--- config.mk ---
export PLATFORM = sky130hd
export DESIGN_NAME = fetch_unit_flat
export DESIGN_NICKNAME = d
export VERILOG_FILES = /design/src/rtl/fetch_unit_if.sv /design/src/rtl/fetch_unit.sv /design/src/flat_wrapper.sv
export SDC_FILE = /design/constraint.sdc
export NUM_CORES = 1
export LEC_CHECK = 0
export ABC_AREA = 1
export CAP_MARGIN = 20
export CORE_UTILIZATION = 55
export CTS_BUF_LIST = sky130_fd_sc_hd__clkbuf_8 sky130_fd_sc_hd__clkbuf_16
export CTS_CLUSTER_DIAMETER = 40
export CTS_CLUSTER_SIZE = 20
export DETAILED_ROUTE_END_ITERATION = 6
export PLACE_DENSITY = 0.86
export RECOVER_POWER = 25
export SLEW_MARGIN = 10
export SYNTH_ARGS = -nofsm -noshare
export SYNTH_HDL_FRONTEND = slang
export SYNTH_SLANG_ARGS = --single-unit
--- constraint.sdc ---
create_clock -name i_clk -period 8.7 [get_ports i_clk]
set_clock_uncertainty 0.15 [all_clocks]
set_input_delay 1.74 -clock i_clk [delete_from_list [all_inputs] [get_ports i_clk]]
set_output_delay 1.74 -clock i_clk [all_outputs]
set_load 0.005 [all_outputs]
--- src/rtl/fetch_unit_if.sv ---
// rtl/fetch_unit_if.sv - fetch unit bundle: PC block, instruction memory and decode-side signals
interface fetch_unit_if #(
  parameter int AW = 32,
  parameter int IW = 32
);
  logic [AW-1:0] pc_in;
  logic          pc_advance;
  logic          redirect;
  logic          mem_enable;
  logic          mem_rw;
  logic          mem_ack;
  logic [AW-1:0] mem_addr;
  logic [IW-1:0] mem_data_out;
  logic [IW-1:0] inst;
  logic [AW-1:0] inst_pc;
  logic          inst_valid;
  logic          inst_ready;
  logic          fetch_fault;

  modport master (
    input  pc_in, redirect, mem_ack, mem_data_out, inst_ready,
    output pc_advance, mem_enable, mem_rw, mem_addr, inst, inst_pc, inst_valid, fetch_fault
  );

  modport slave (
    output pc_in, redirect, mem_ack, mem_data_out, inst_ready,
    input  pc_advance, mem_enable, mem_rw, mem_addr, inst, inst_pc, inst_valid, fetch_fault
  );
endinterface

--- src/rtl/fetch_unit.sv ---
// rtl/fetch_unit.sv - single-outstanding instruction fetcher feeding a 2-entry instruction queue
// Optional misaligned-PC fault detection is enabled by defining FETCH_ALIGN_CHECK_EN.
module fetch_unit #(
  parameter int AW = 32,
  parameter int IW = 32
) (
  input  logic         i_clk,
  input  logic         i_reset,
  fetch_unit_if.master bus
);

  typedef enum logic [1:0] {
    IDLE  = 2'd0,
    REQ   = 2'd1,
    DRAIN = 2'd2
  } state_t;

  state_t        r_state;
  logic          r_mem_enable;
  logic [AW-1:0] r_mem_addr;
  logic [AW-1:0] r_q_pc   [2];
  logic [IW-1:0] r_q_inst [2];
  logic          r_wr_ptr;
  logic          r_rd_ptr;
  logic [1:0]    r_count;

  logic w_push;
  logic w_pop;
  logic w_can_issue;
  logic w_misaligned;
  logic w_fault;

  // A redirect kills both the in-flight push and any pop of stale entries.
  assign w_push      = (r_state == REQ) && bus.mem_ack && !bus.redirect;
  assign w_pop       = (r_count != 2'd0) && bus.inst_ready && !bus.redirect;
  assign w_can_issue = (r_count <= 2'd1) && !bus.redirect && !w_fault;

`ifdef FETCH_ALIGN_CHECK_EN
  logic r_fault;

  assign w_misaligned = |bus.pc_in[1:0];
  assign w_fault      = r_fault;

  always_ff @(posedge i_clk or posedge i_reset) begin
    if (i_reset) begin
      r_fault <= 1'b0;
    end else if (bus.redirect) begin
      r_fault <= 1'b0;
    end else if ((r_state == IDLE) && w_can_issue && w_misaligned) begin
      r_fault <= 1'b1;
    end
  end
`else
  assign w_misaligned = 1'b0;
  assign w_fault      = 1'b0;
`endif

  always_ff @(posedge i_clk or posedge i_reset) begin
    if (i_reset) begin
      r_state      <= IDLE;
      r_mem_enable <= 1'b0;
      r_mem_addr   <= '0;
    end else begin
      case (r_state)
        IDLE: begin
          if (w_can_issue && !w_misaligned) begin
            r_state      <= REQ;
            r_mem_enable <= 1'b1;
            r_mem_addr   <= bus.pc_in;
          end
        end
        REQ: begin
          if (bus.mem_ack) begin
            r_state      <= IDLE;
            r_mem_enable <= 1'b0;
          end else if (bus.redirect) begin
            r_state <= DRAIN;
          end
        end
        DRAIN: begin
          // The abandoned request must still complete before a new one may start.
          if (bus.mem_ack) begin
            r_state      <= IDLE;
            r_mem_enable <= 1'b0;
          end
        end
        default: begin
          r_state      <= IDLE;
          r_mem_enable <= 1'b0;
        end
      endcase
    end
  end

  always_ff @(posedge i_clk or posedge i_reset) begin
    if (i_reset) begin
      r_wr_ptr <= 1'b0;
      r_rd_ptr <= 1'b0;
      r_count  <= 2'd0;
      for (int i = 0; i < 2; i++) begin
        r_q_pc[i]   <= '0;
        r_q_inst[i] <= '0;
      end
    end else if (bus.redirect) begin
      r_wr_ptr <= 1'b0;
      r_rd_ptr <= 1'b0;
      r_count  <= 2'd0;
    end else begin
      if (w_push) begin
        r_q_pc[r_wr_ptr]   <= r_mem_addr;
        r_q_inst[r_wr_ptr] <= bus.mem_data_out;
        r_wr_ptr           <= ~r_wr_ptr;
      end
      if (w_pop) begin
        r_rd_ptr <= ~r_rd_ptr;
      end
      r_count <= r_count + {1'b0, w_push} - {1'b0, w_pop};
    end
  end

  assign bus.pc_advance  = w_push;
  assign bus.mem_enable  = r_mem_enable;
  assign bus.mem_rw      = 1'b0;
  assign bus.mem_addr    = r_mem_addr;
  assign bus.inst        = r_q_inst[r_rd_ptr];
  assign bus.inst_pc     = r_q_pc[r_rd_ptr];
  assign bus.inst_valid  = (r_count != 2'd0);
  assign bus.fetch_fault = w_fault;

endmodule

--- src/flat_wrapper.sv ---
// flat-port wrapper written by rule: the top's interface ports become plain ports
module fetch_unit_flat 
#(
  parameter int AW = 32,
  parameter int IW = 32
)
  (i_clk, i_reset, bus_pc_in, bus_redirect, bus_mem_ack, bus_mem_data_out, bus_inst_ready, bus_pc_advance, bus_mem_enable, bus_mem_rw, bus_mem_addr, bus_inst, bus_inst_pc, bus_inst_valid, bus_fetch_fault);
  fetch_unit_if #(.AW(AW), .IW(IW)) bus_i ();
  input  logic i_clk;
  input  logic i_reset;
  input wire logic [$bits(bus_i.pc_in)-1:0] bus_pc_in;
  input wire logic [$bits(bus_i.redirect)-1:0] bus_redirect;
  input wire logic [$bits(bus_i.mem_ack)-1:0] bus_mem_ack;
  input wire logic [$bits(bus_i.mem_data_out)-1:0] bus_mem_data_out;
  input wire logic [$bits(bus_i.inst_ready)-1:0] bus_inst_ready;
  output wire logic [$bits(bus_i.pc_advance)-1:0] bus_pc_advance;
  output wire logic [$bits(bus_i.mem_enable)-1:0] bus_mem_enable;
  output wire logic [$bits(bus_i.mem_rw)-1:0] bus_mem_rw;
  output wire logic [$bits(bus_i.mem_addr)-1:0] bus_mem_addr;
  output wire logic [$bits(bus_i.inst)-1:0] bus_inst;
  output wire logic [$bits(bus_i.inst_pc)-1:0] bus_inst_pc;
  output wire logic [$bits(bus_i.inst_valid)-1:0] bus_inst_valid;
  output wire logic [$bits(bus_i.fetch_fault)-1:0] bus_fetch_fault;
  assign bus_i.pc_in = bus_pc_in;
  assign bus_i.redirect = bus_redirect;
  assign bus_i.mem_ack = bus_mem_ack;
  assign bus_i.mem_data_out = bus_mem_data_out;
  assign bus_i.inst_ready = bus_inst_ready;
  assign bus_pc_advance = bus_i.pc_advance;
  assign bus_mem_enable = bus_i.mem_enable;
  assign bus_mem_rw = bus_i.mem_rw;
  assign bus_mem_addr = bus_i.mem_addr;
  assign bus_inst = bus_i.inst;
  assign bus_inst_pc = bus_i.inst_pc;
  assign bus_inst_valid = bus_i.inst_valid;
  assign bus_fetch_fault = bus_i.fetch_fault;
  fetch_unit #(.AW(AW), .IW(IW)) u_core (.i_clk(i_clk), .i_reset(i_reset), .bus(bus_i));
endmodule
==> run_results.csv <==
group,metric,value,unit
status,status,"complete, but fails checks",
status,failed_checks,"capacitance limit, slew limit",
critical_path,reg2regPathDepth,7,
route,route.vias.total,5845,
timing,hold_ws,0.330,ns
power,power.switching,1.19,mW
global_routing,antenna_found_initial,1,
cts,htreeDepth,4,
critical_path,endpoint_kind,"primary output",
global_routing,grt_max_degree,130,
route,avgViaCountPerCell,4.95,
power,clockPowerShare,20.9,%
route,drt-total-wl,16.5,mm
cts,cts_num_sinks,167,
floorplan,fp.dieH,120,um
power,p_leak,4.91,nW
cells_and_area,multiInputGateArea,0.00288,mm^2
cts,cts_resized,0,
synth,yosys_warnings,0,
floorplan,row_count,42,
route,antenna_left,0,
route,drc,0,
synth,syn_avg_cell_area,9.07,um^2
synth,synth_area_leaders,"dfrtp_1 (54%), nand2_1 (15%), o21ai_2 (12%)",
floorplan,initial_core_util,57.4,%
cells_and_area,regArea,0.00418,mm^2
critical_path,max_stage_delay,0.66,ns
critical_path,critPathSlowestCell,"dlygate4sd3_1",
cells_and_area,fillerInstances,1006,
placement,dp_slack,3.64,ns
synth,postSynthRegisterBits,167,
cells_and_area,final_common_cell,"nand2_1",
synth,synth_area,0.00772,mm^2
critical_path,cp.required,6.81,ns
power,power.density,356,mW/mm^2
critical_path,crit_type,"in2out",
global_routing,grt_busiest_layer,"met2",
critical_path,path_cells,"dlygate4sd3_1 > nor2_4 > clkdlybuf4s50_1",
cts,cts_buffers,17,
power,comb_power_share,41.0,%
floorplan,coreArea,0.0135,mm^2
route,avgRoutedWirePerCell,13.9,um
global_routing,grt_use_met2,39.9,%
timing,fmax,0.194,GHz
critical_path,crit_cells,3,
cts,cts_tree,"built",
critical_path,cp_max_fo,8,
cells_and_area,syn2layout_area_growth,27.9,%
cts,clockRootBuffer,"clkbuf_16",
floorplan,pin_count,170,
floorplan,chipWidth,120,um
synth,synth.top_cell.area_share,54.1,%
global_routing,grt_pass1_vias,5576,
cts,clk-insertion-delay-late,0.43,ns
critical_path,worst-path-buf-inv,2,
power,p_seq_share,38.1,%
power,internal_power,2.32,mW
critical_path,cp-start-kind,"input port",
timing,worstMarginPinSlew,3.69,ns
cells_and_area,antenna_cells,0,
power,peakVddDrop,223,uV
critical_path,cp_top_family,"buffers and inverters",
hold_path,hold_class,"reg2reg",
hold_path,holdPathStages,2,
timing,rsz0062_at_grt,"false",
global_routing,use_met3,7.74,%
placement,dp.cells,1147,
cts,clk_pin_slew,0.06,ns
placement,hpwl,9.75,mm
timing,finalCritPeriodShare,59.2,%
timing,maxSlewViolCount,89,
timing,setup_viol,0,
critical_path,r2r_slack,6.29,ns
cts,hold_buffers,0,
route,drt_iter0_markers,436,
synth,synth-seq-area-share,54.1,%
synth,syn_inst,851,
placement,gp_congestion,0.801,
timing,timing.final.crit_period,5.15,ns
timing,final_hold_viol_count,0,
placement,portBuffers,167,
critical_path,cp_data_arrival_time,3.26,ns
cells_and_area,num-nets-final,1066,
timing,fin_setup_tns,0,ns
global_routing,grt-ovfl-total,0,
job,cap_violations,1,
global_routing,grt_pass1_wl,26.7,mm
global_routing,grt_usage,23.9,%
synth,yosysTopAreaCell,"dfrtp_1",
timing,slew-limit-headroom,-147,%
cts,cts_setup_buffers,0,
global_routing,use_met1,29.0,%
cts,cts_buffer_depth,2,
floorplan,dieArea,0.0145,mm^2
cells_and_area,layout_common_cells,"nand2_1 (312), dfrtp_1 (166), clkdlybuf4s50_1 (161)",
cells_and_area,drive_gt1_share,17.2,%
cells_and_area,final_cell_count_no_fill,1180,
synth,ys_types,20,
route,dr.pass1.iters,5,
power,p_sw_share,34.0,%
timing,setup_slack,3.55,ns
[synth_stat cells]
cell type and count:
a21oi_1 36, buf_1 8, buf_2 9, buf_4 2, buf_6 27, clkbuf_1 5, conb_1 1, dfrtp_1 167
ha_1 6, inv_1 77, nand2_1 312, nand2_2 24, nand3_1 3, nand4_1 2, nor2_1 40, nor2_4 1
o21ai_0 2, o21ai_1 18, o21ai_2 110, or2_2 1
[cell families (layout without fill, tap and decap cells)]
group,Yosys count,count (layout),share of synthesized area (%)
simple gates,383,383,19.6
flops,167,167,54.1
compound gates,166,166,16.1
buf+inv,128,280,9.09
fa+ha+maj,6,6,0.972
other cells,1,2,0.0486
[worst min-delay path: cells and delay by family, from the launching register on]
family	cells	cell delay, ns
and+or+nand+nor	1	0.06
AOI/OAI and AO/OA	1	0.05
DFF	1	0.34
[per-layer routing]
metal	wire [um]	share of wire [%]
met3	1170	7.1
met1	6870	42
met4	297	1.8
met5	13	0.079
met2	8110	49
[final cells by class]
type,instances,share of cell area [%]
clock buffers,24,5.28
clock inverters,8,0.697
inverters,77,2.94
multi-input cells,557,29.1
flip-flops and latches,167,42.3
well taps,176,2.23
repair buffers,171,17.4
[state kept, by name (all words and copies together) (netlist names)]
signal,flops
u_core.r_wr_ptr,1
u_core.r_state,2
u_core.r_rd_ptr,1
u_core.r_count,2
u_core.r_q_inst,64
u_core.bus.mem_enable,1
u_core.r_q_pc,64
u_core.bus.mem_addr,32
[power groups by stage]
stage	Combinational (mW)	Sequential [mW]	Clock, mW
floorplan	0.812	1.31	0
global placement	1.41	1.32	0
detailed placement	1.44	1.34	0
CTS	1.46	1.34	0.744
global route	1.60	1.38	0.775
finish	1.44	1.34	0.734
[stage by stage]
step	area [um^2]	power, mW	utilization [%]
after floorplan	7720	2.12	-
after global placement	9260	2.73	68.8
after detailed placement	9260	2.78	68.8
after CTS	9850	3.54	73.2
after global routing	9870	3.76	73.4
final	9870	3.51	73.4
[worst paths after layout]
check,to,startpoint
setup / recovery,bus_pc_advance,bus_redirect
hold / removal,u_core.r_q_pc[31]$_DFFE_PP0P_,u_core.r_q_pc[31]$_DFFE_PP0P_
setup reg to reg,u_core.r_q_pc[52]$_DFFE_PP0P_,u_core.r_state[1]$_DFFE_PP0P_
hold reg to reg,u_core.r_q_pc[31]$_DFFE_PP0P_,u_core.r_q_pc[31]$_DFFE_PP0P_
max in group asynchronous,u_core.bus.mem_addr[3]$_DFFE_PP0P_,i_reset
min in group asynchronous,u_core.r_rd_ptr$_DFFE_PP0P_,i_reset
No activity file was read; power rests on OpenSTA's default activity.
==> patch (same flow settings) <==
Encoding of `state_t`: now one-hot (3 bits for 3 states).
--- a/src/rtl/fetch_unit.sv
+++ b/src/rtl/fetch_unit.sv
@@ -9,10 +9,10 @@
   fetch_unit_if.master bus
 );
 
-  typedef enum logic [1:0] {
-    IDLE  = 2'd0,
-    REQ   = 2'd1,
-    DRAIN = 2'd2
+  typedef enum logic [2:0] {
+    IDLE  = 3'b001,
+    REQ   = 3'b010,
+    DRAIN = 3'b100
   } state_t;
 
   state_t        r_state;
Check against the original RTL: same outputs for any inputs over 4 cycles, from zero or initial values and one cycle with i_reset high; so few cycles prove little.
==> patch against the unedited design <==
The run still ends with capacitance limit, slew limit left; largest cell class unchanged; utilization fell by 0.23 points; setup slack got worse by 0.77 ns; fmax fell by 13%; total power fell by 12%; design area fell by 1.5%; sequential cell count rose by 1; largest power group is now sequential cells; wire length rose by 13%; critical endpoint unchanged; area after synthesis fell by 2.9%; count of clock-buffer cells in the layout fell by 7; register-to-register slack got worse by 0.73 ns; sequential share of layout area rose by 0.91 points.
==> patch: results (changes against the unedited design) <==
Parameter                              Value

Logic synthesis
  Netlist cell types ... 22 (was 20)
  Dominant cells by area after synthesis ... sky130_fd_sc_hd__dfrtp_1, sky130_fd_sc_hd__nand2_1, sky130_fd_sc_hd__nand4_1 (was sky130_fd_sc_hd__dfrtp_1, sky130_fd_sc_hd__nand2_1, sky130_fd_sc_hd__o21ai_2)
  Most frequent cells after synthesis ... sky130_fd_sc_hd__nand2_1, sky130_fd_sc_hd__dfrtp_1, sky130_fd_sc_hd__nand4_1 (was sky130_fd_sc_hd__nand2_1, sky130_fd_sc_hd__dfrtp_1, sky130_fd_sc_hd__o21ai_2)
  Proportion of synthesized chip area in sequential cells ... 0.561 (was 0.541)

Finish
  Fraction of layout instances using a drive strength above 1 ... 0.0467 (was 0.172)
  Total area of sequential cells ... 0.00421 mm^2 (was 0.00418 mm^2)
  NumNets Final ... 1129 (was 1066)
  # fillers ... 1048 (was 1006)

Power and ir drop
  Leakage power total ... 5.03 nW (was 4.91 nW)
  Combinational power share ... 0.353 (was 0.410)
  Clock power frac ... 0.246 (was 0.209)
  Combinational power ... 0.00109 W (was 0.00144 W)
  Worst-case vdd ir drop ... 0.191 mV (was 0.223 mV)

Routing
  Via count ... 6704 (was 5845)
  Routed len/inst ... 14.9 um (was 13.9 um)
  DRC violation total after the first TritonRoute iteration ... 783 (was 436)
  Pre-Repair DR Iteration Count ... 6 (was 5)

Worst setup path
  Cell with the largest stage delay on the worst path ... sky130_fd_sc_hd__buf_4 (was sky130_fd_sc_hd__dlygate4sd3_1)
  Highest net fanout along the worst path ... 100 (was 8)
  WP data arrival ... 4.02 ns (was 3.26 ns)
  Crit-path max cell delay ... 0.76 ns (was 0.66 ns)

Status
  Violations in the final reports ... capacitance limit, slew limit (unchanged)
  Outcome ... complete, but fails checks (unchanged)

Run
  Maximum capacitance violations ... 1 (unchanged)

Placement
  Worst-case setup slack after placement ... 2.80 ns (was 3.64 ns)
  Hpwl dp ... 10.8 mm (was 9.75 mm)
  Count of placed standard cells including taps ... 1215 (was 1147)
  Gpl congestion ... 0.845 (was 0.801)

STA
  Worst slew slack as a fraction of its limit ... -1.65 (was -1.47)
  Max-slew violation count ... 94 (was 89)

Global route
  Wire length of the first global-routing pass ... 30.6 mm (was 26.7 mm)
  Via count of the first global-routing pass ... 6359 (was 5576)
  Initial antenna violation count ... 0 (was 1)
  Aggregate global-route resource usage ... 0.276 (was 0.239)
  Largest net degree at the start of global routing ... 101 (was 130)
patch: path summary, 6_finish.rpt:
check / start / end / slack, ns / cells past startpoint
max: bus_mem_ack / bus_pc_advance / 2.79 / 7
min: u_core.r_q_inst[45]$_DFFE_PP0P_ / u_core.r_q_inst[45]$_DFFE_PP0P_ / 0.32 / 2
max reg2reg: u_core.r_state[2]$_DFFE_PP0P_ / u_core.r_q_pc[12]$_DFFE_PP0P_ / 5.56 / 6
min reg2reg: u_core.r_q_inst[45]$_DFFE_PP0P_ / u_core.r_q_inst[45]$_DFFE_PP0P_ / 0.32 / 2
max in group asynchronous: i_reset / u_core.r_rd_ptr$_DFFE_PP0P_ / 3.30 / 3
min in group asynchronous: i_reset / u_core.r_q_pc[26]$_DFFE_PP0P_ / 2.82 / 2
patch: cells by family after synthesis:
group / count (synthesis) / share of synthesized area
flops: 168 / 0.561
simple gates: 579 / 0.320
other cells: 1 / 0.000500
compound gates: 67 / 0.0447
xor+xnor: 1 / 0.00117
fa+ha+maj: 2 / 0.00334
buf+inv: 113 / 0.0694
patch: critical path: cells and delay by family:
family | cells | cell delay [ns]
buffers and inverters | 4 | 1.87
AND/OR/NAND/NOR | 3 | 0.39
patch: final cells by class:
| type | instances | share of cell area |
|---|---|---|
| sequential | 168 | 0.432 |
| multi-input combinational | 651 | 0.287 |
| timing repair buffer | 175 | 0.178 |
| clock buffer | 17 | 0.0437 |
| tap | 176 | 0.0226 |
| clock inverter | 15 | 0.0183 |
| inverter | 45 | 0.0175 |
patch: per-layer routing:
| layer | routed length (um) | global-route usage | vias to the layer above |
|---|---|---|---|
| met1 | 7820 | 0.361 | 3196 |
| met4 | 267 | 0.0894 | 0 |
| met3 | 1130 | 0.0521 | 31 |
| li1 | - | - | 3219 |
| met5 | 0 | 0 | - |
| met2 | 9360 | 0.463 | 258 |
